## src/rtl/bus_arbiter_pkg.sv

```systemverilog
// Shared bus-level encodings: arbiter FSM states and master-select values.
// Master-select constants are also used by command_processor.
package bus_arbiter_pkg;

  typedef enum logic [1:0] {
    IDLE   = 2'd0,
    OWN_M1 = 2'd1,
    OWN_M2 = 2'd2,
    TURN   = 2'd3
  } arb_state_t;

  localparam logic MSEL_M1 = 1'b1;
  localparam logic MSEL_M2 = 1'b0;

endpackage

```

## src/rtl/bus_arbiter_watchdog.sv

```systemverilog
// Ownership watchdog: counts cycles while a master owns the bus.
// Flags expiry on the last allowed cycle so the count never wraps.
module arb_watchdog #(
  parameter int TIMEOUT_LEN = 10,
  parameter int TIMEOUT     = 1000
) (
  input  logic clk,
  input  logic reset,
  input  logic run,
  input  logic clear,
  output logic expire
);

  localparam logic [TIMEOUT_LEN-1:0] LAST =
    TIMEOUT_LEN'(TIMEOUT - 1);

  logic [TIMEOUT_LEN-1:0] count;

  always_ff @(posedge clk) begin
    if (reset || clear || !run) begin
      count <= '0;
    end else begin
      count <= count + 1'b1;
    end
  end

  assign expire = run && (count == LAST);

endmodule

```

## src/rtl/bus_arbiter.sv

```systemverilog
// Two-master system bus arbiter with fixed or round-robin priority,
// release on done/abort/watchdog, and a one-cycle turnaround.
module bus_arbiter
  import bus_arbiter_pkg::*;
#(
  parameter int TIMEOUT_LEN = 10,
  parameter int TIMEOUT     = 1000
) (
  input  logic clk,
  input  logic reset,
  input  logic req_m1,
  input  logic req_m2,
  input  logic prio_mode,
  input  logic tx_done,
  input  logic rx_done,
  output logic grant_m1,
  output logic grant_m2,
  output logic master_select,
  output logic timeout,
  output logic last_owner
);

  arb_state_t state, state_nxt;
  logic g1_nxt, g2_nxt, ms_nxt;
  logic to_nxt, lo_nxt;
  logic owning, done, abort;
  logic expire, release_bus;

  assign owning = (state == OWN_M1) || (state == OWN_M2);
  assign done   = tx_done || rx_done;
  assign abort  = ((state == OWN_M1) && !req_m1)
               || ((state == OWN_M2) && !req_m2);
  assign release_bus = owning && (done || abort || expire);

  arb_watchdog #(
    .TIMEOUT_LEN(TIMEOUT_LEN),
    .TIMEOUT    (TIMEOUT)
  ) u_watchdog (
    .clk   (clk),
    .reset (reset),
    .run   (owning),
    .clear (release_bus),
    .expire(expire)
  );

  always_comb begin
    state_nxt = state;
    g1_nxt    = 1'b0;
    g2_nxt    = 1'b0;
    ms_nxt    = MSEL_M2;
    to_nxt    = 1'b0;
    lo_nxt    = last_owner;
    unique case (state)
      IDLE: begin
        // m2 wins a tie only in round-robin when m1 went last
        if (req_m1 && (!req_m2 || !prio_mode || !last_owner)) begin
          state_nxt = OWN_M1;
          g1_nxt    = 1'b1;
          ms_nxt    = MSEL_M1;
        end else if (req_m2) begin
          state_nxt = OWN_M2;
          g2_nxt    = 1'b1;
        end
      end
      OWN_M1: begin
        if (release_bus) begin
          state_nxt = TURN;
          lo_nxt    = 1'b1;
          to_nxt    = expire && !done;
        end else begin
          g1_nxt = 1'b1;
          ms_nxt = MSEL_M1;
        end
      end
      OWN_M2: begin
        if (release_bus) begin
          state_nxt = TURN;
          lo_nxt    = 1'b0;
          to_nxt    = expire && !done;
        end else begin
          g2_nxt = 1'b1;
        end
      end
      TURN: begin
        state_nxt = IDLE;
      end
      default: begin
        state_nxt = IDLE;
      end
    endcase
  end

  always_ff @(posedge clk) begin
    if (reset) begin
      state         <= IDLE;
      grant_m1      <= 1'b0;
      grant_m2      <= 1'b0;
      master_select <= 1'b0;
      timeout       <= 1'b0;
      last_owner    <= 1'b0;
    end else begin
      state         <= state_nxt;
      grant_m1      <= g1_nxt;
      grant_m2      <= g2_nxt;
      master_select <= ms_nxt;
      timeout       <= to_nxt;
      last_owner    <= lo_nxt;
    end
  end

endmodule

```

## config.mk

```make
export PLATFORM = sky130hd
export DESIGN_NAME = bus_arbiter
export DESIGN_NICKNAME = d
export VERILOG_FILES = /design/src/rtl/bus_arbiter_pkg.sv /design/src/rtl/bus_arbiter_watchdog.sv /design/src/rtl/bus_arbiter.sv
export SDC_FILE = /design/constraint.sdc
export NUM_CORES = 1
export LEC_CHECK = 0
export CAP_MARGIN = 30
export CELL_PAD_IN_SITES_DETAIL_PLACEMENT = 0
export CELL_PAD_IN_SITES_GLOBAL_PLACEMENT = 2
export CORE_ASPECT_RATIO = 0.9
export CORE_MARGIN = 2
export CORE_UTILIZATION = 35
export CTS_BUF_LIST = sky130_fd_sc_hd__clkbuf_2
export DETAILED_ROUTE_END_ITERATION = 16
export DONT_BUFFER_PORTS = 1
export HOLD_SLACK_MARGIN = 0.05
export MAX_ROUTING_LAYER = met4
export PLACE_DENSITY = 0.74
export REMOVE_ABC_BUFFERS = 1
export SLEW_MARGIN = 40
export SYNTH_ARGS = -nofsm -noshare
export SYNTH_HDL_FRONTEND = slang
export SYNTH_SLANG_ARGS = --single-unit
```

## constraint.sdc

```tcl
create_clock -name clk -period 2 [get_ports clk]
set_clock_uncertainty 0.1 [all_clocks]
set_input_delay 0.4 -clock clk [delete_from_list [all_inputs] [get_ports clk]]
set_output_delay 0.4 -clock clk [all_outputs]
set_load 0.03 [all_outputs]
```

# Yosys cells after proc, flatten, opt, wreduce, memory -nomap -nowiden
# Index checks and enable logic that the tools add are counted.
[classes]
addsub = 1
n_eq_ne = 8
muxes = 13
n_bitwise = 2
n_reduce_logical = 27
[op_table]
columns = ["op", "count"]
rows = [
  ["$add 10x1->10 const B", 1],
  ["$eq 10x10->1 const B", 1],
  ["$logic_or 1x1->1", 9],
  ["$logic_and 1x1->1", 6],
  ["$logic_not 1->1", 6],
  ["$mux 1", 6],
  ["$mux 2", 3],
  ["$ne 2x1->1 const B", 3],
  ["$pmux 1 s2", 3],
  ["$pmux 2 s3", 1],
  ["$eq 2x2->1 const B", 2],
  ["$ne 3x3->1 const B", 1],
  ["$reduce_and 3->1", 1],
  ["$reduce_or 3->1", 1],
  ["$eq 2x1->1 const B", 1],
  ["$logic_not 2->1", 1],
  ["$not 1->1", 2],
  ["$reduce_and 2->1", 1],
  ["$reduce_bool 2->1", 1],
  ["$reduce_or 2->1", 1],
]
[totals]
ff_bits = 16
input_bits = 7
out_inout_bits = 5

# Longest topological paths before layout
[logic_depth]
word_depth = 8
ltp_mapped = 7

# Hierarchy
# Synthesis repeated with hierarchy kept, for this count alone.
[unflattened]
cells_unflattened = 95
hier_area_um2 = 828.3
[modules_own_cells]
columns = ["mod", "n_inst", "cells_per_inst", "area_per_inst_um2"]
rows = [
  ["arb_watchdog", 1, 47, 424.2],
  ["bus_arbiter", 1, 48, 404.1],
]

# Worst setup path after synthesis
# OpenSTA, ideal clock, no wires.
[synth_timing]
kind = "reg2reg"
startpoint = "register state[1]"
endpoint = "register state[0]"
setup_time_ns = 0.119
arrival_time_ns = 1.788
t_required_ns = 1.781
setup_slack_ns = -0.006
stages_incl_launch_ff = 8
period_less_slack_ns = 2.006
cell_sequence = "dfxtp_1 > inv_1 > ha_1 > nand4b_1 > or4_1 > buf_2 > and2_4 > o221a_1"
[synth_via]
elab_chain_cells = 8
word_cells_on_any_way = 17
classes_between = "5 x eq/ne; 1 x mux; 11 x reduce/logical"
[synth_rtl]
columns = ["element", "line_no", "source"]
rows = [
  ["start: declaration", "bus_arbiter.sv:23", "arb_state_t state, state_nxt;"],
  ["start signal: assignment", "bus_arbiter.sv:102", "state <= state_nxt;"],
  ["$eq 2x1->1 / $eq 2x2->1 (equally long branches)", "--", ""],
  ["$logic_and 1x1->1, on equally long branches", "bus_arbiter.sv:31, bus_arbiter.sv:32", ""],
  ["$logic_or 1x1->1", "bus_arbiter.sv:32", "|| ((state == OWN_M2) && !req_m2);"],
  ["$logic_or 1x1->1 (2 in a row)", "bus_arbiter.sv:33", "assign release_bus = owning && (done || abort || expire);"],
  ["$logic_and 1x1->1", "bus_arbiter.sv:33", ""],
  ["$ne 2x1->1 (no line)", "--", ""],
  ["$reduce_and 2->1 (no line)", "--", ""],
]
# Several ways; a longest one is shown, not always the timed one.
# A chain may end at the register's enable or synchronous reset.

# Worst setup path after layout
[layout_timing]
startpoint = "register state[0]"
endpoint = "register state[0]"
# The elaborated chain is that of the path after synthesis.

==> flow_summary.ini <==
[status]
status = complete, no violations

[power_and_ir_drop]
power.density_nw_per_um2 = 951
pwr-share-comb_pct = 44.6
p_switching_uw = 364
leakage_uw = 0.000369
p_total_uw = 973
ir_drop_mv = 0.538
clockPowerShare_pct = 13.5
swShare_pct = 37.4
intPower_uw = 609
pwr-share-seq_pct = 41.8

[worst_setup_path]
critPathLaunchType = register
r2r-start = state[0]$_SDFFE_PP0P_
critPathKind = register to register
end_kind = register
worstPathArrival_ns = 1.98
critPathMaxFanout = 7
rr_endpoint = state[0]$_SDFFE_PP0P_
r2r_cells = 6
required_ns = 2.08
rrSetupSlack_ns = 0.10

[clocking]
cts_tree = yes
cts_setup_buffers = 0
clkLatencyLatePin_ns = 0.27
cts.sinks = 16
clk_pin_slew_ns = 0.14
htreeDepth = 1
cts_buffers = 3
clockBufferDepth = 2
clock-root-buffer = clkbuf_2

[cells_and_area]
antenna_cells = 0
stdcell_area_um2 = 1020
fillers = 216
synthToLayoutAreaGrowth_pct = 21.9
drive_above_1_share_pct = 23.0
finalNetCount = 127

[place]
dpl.hpwl_um = 1310
port-buffer-count = 0
place.gp.congestion = 0.831
placed_area_um2 = 968

[timing]
fin_crit_sh_pct = 94.9
slew_headroom_pct = 62.4
finalHoldViolations = 0
drv_slew = 0
worst_slew_pin_slew_ns = 0.564
period_needed_ns = 1.90
rsz0062_at_grt = no
fmax_ghz = 0.527
holdWs_ns = 0.136
finalSetupViolCount = 0

[die]
dieArea_um2 = 2800
coreArea_um2 = 2220
io_pins = 12
die-width_um = 55.6
start_util_pct = 37.7
row_count = 16
chipHeight_um = 50.4

[synthesis]
ys_top_cells_by_area = dfxtp_1 (38%), ha_1 (7.5%), xnor2_1 (6.3%)
synth_seq_cells = 16
synth_flop_cell = dfxtp_1
syn_avg_cell_area_um2 = 8.73
synth_top_area_share_pct = 38.2
synth_edf_count = 0
synth.largest_area_cell = dfxtp_1
synth_cells = 96
ys_async_sr_fraction_pct = 0
synth_common_cells = dfxtp_1 (16), nor2_1 (13), nand2_1 (7)
yosysMostFrequentCell = dfxtp_1
yosysUniqueCellTypes = 33
synth_warnings = 0
yosysSeqAreaShare_pct = 38.2
syn_area_um2 = 838

[worst_hold_path]
hold_end = master_select$_SDFF_PP0_
hp-class = input pin to register
hold_path.startpoint = reset
min_path_cells = 1

[detailed_routing]
drc = 0
wl_per_cell_um = 11.9
drtIter0Drc = 5
vias = 692
ant_nets = 0
drt_wl_total_um = 1670
first_pass_iters = 4
routed_via_density = 4.94

[global_route]
grt_use_total_pct = 13.3
grt_pass1_vias = 701
grt_max_degree = 11
antenna_found_initial = 0
grt_overflow = 0
grt_pass1_wl_um = 2820

[flow_run]
cap_violations = 0
[cell type report]
| cell class | instances | area, µm² | area share (%) |
|---|---|---|---|
| Clock buffer | 3 | 15.0 | 1.47 |
| Tap cell | 27 | 33.8 | 3.30 |
| Inverter | 7 | 26.3 | 2.57 |
| Multi-Input combinational cell | 70 | 492 | 48.1 |
| Sequential cell | 16 | 323 | 31.6 |
| Timing Repair Buffer | 17 | 133 | 13.0 |
[state kept, by name, indices dropped and copies added (netlist names)]
| register | flops |
|---|---|
| u_watchdog.count | 10 |
| state | 2 |
| grant_m2 | 1 |
| last_owner | 1 |
| master_select | 1 |
| timeout | 1 |
[layout by cell type (no fill, tap or decap), types with 3 or more instances in the layout]
master | synthesis | routed
nor3_1 | 4 | 4
nand3_1 | 5 | 5
buf_4 | 1 | 15
dfxtp_1 | 16 | 14
ha_1 | 5 | 5
inv_1 | 6 | 6
xnor2_1 | 6 | 6
nand2b_1 | 5 | 5
nor2_1 | 13 | 13
nand2_1 | 7 | 7
clkbuf_2 | 0 | 3
[metrics by stage]
step	util [%]	setup TNS (ns)	setup slack [ns]	cells
2_1_floorplan	-	-0.0382	-0.0382	93
3_3_place_gp	43.6	0	0.00224	135
3_5_place_dp	43.6	-0.137	-0.0196	135
4_1_cts	44.4	0	0.0387	138
5_1_grt	46.0	0	0.00779	140
6_report	46.0	0	0.103	140
[power groups by stage]
stage          logic [µW]  clock network [µW]  registers, µW
3_5_place_dp          421                   0            412
5_1_grt               490                 160            412
3_3_place_gp          429                   0            410
4_1_cts               423                 143            404
6_report              434                 132            407
2_1_floorplan         250                   0            421
[metal layers]
metal / vias to the layer above / wire length, µm / GRT usage, %
met2: 9 / 745 / 20.8
met5: - / 0 / -
met1: 315 / 850 / 15.8
li1: 366 / - / -
met3: 2 / 62 / 5.41
met4: 0 / 11 / 4.07
[how the worst max path moves through the flow]
stage / from / endpoint / slack, ns / depth (start not counted)
finish: state[0]$_SDFFE_PP0P_ / state[0]$_SDFFE_PP0P_ / 0.10 / 6
global route: state[0]$_SDFFE_PP0P_ / timeout$_SDFF_PP0_ / 0.008 / 6
floorplan: state[1]$_SDFFE_PP0P_ / state[0]$_SDFFE_PP0P_ / -0.04 / 6
global placement: state[0]$_SDFFE_PP0P_ / u_watchdog.count[6]$_SDFF_PP0_ / 0.002 / 7
CTS: state[0]$_SDFFE_PP0P_ / state[0]$_SDFFE_PP0P_ / 0.04 / 8
detailed placement: state[0]$_SDFFE_PP0P_ / u_watchdog.count[5]$_SDFF_PP0_ / -0.02 / 7
[cell families after synthesis]
| logic type | after synthesis | synth area share [%] |
|---|---|---|
| fa+ha+maj | 5 | 7.46 |
| compound gates | 14 | 14.3 |
| xor+xnor | 8 | 8.36 |
| flops | 16 | 38.2 |
| buf+inv | 10 | 5.07 |
| simple gates | 43 | 26.6 |
[repair_timing]
item | 4_1_cts | 5_1_grt
hold buffers | 0 | 2
cloned | 0 | 0
setup endpoints to repair | 12 | 12
resized for setup | 1 | 4
pin swaps | 0 | 1
endpoints found under the hold margin | 0 | 1
[critical path: stages (launching register included)]
cell	delay, ns
dfxtp_2	0.35
inv_1	0.05
ha_1	0.31
nand4b_1	0.10
or4_4	0.47
and2_4	0.17
o221a_1	0.25
No activity file was read; power rests on OpenSTA's default activity.
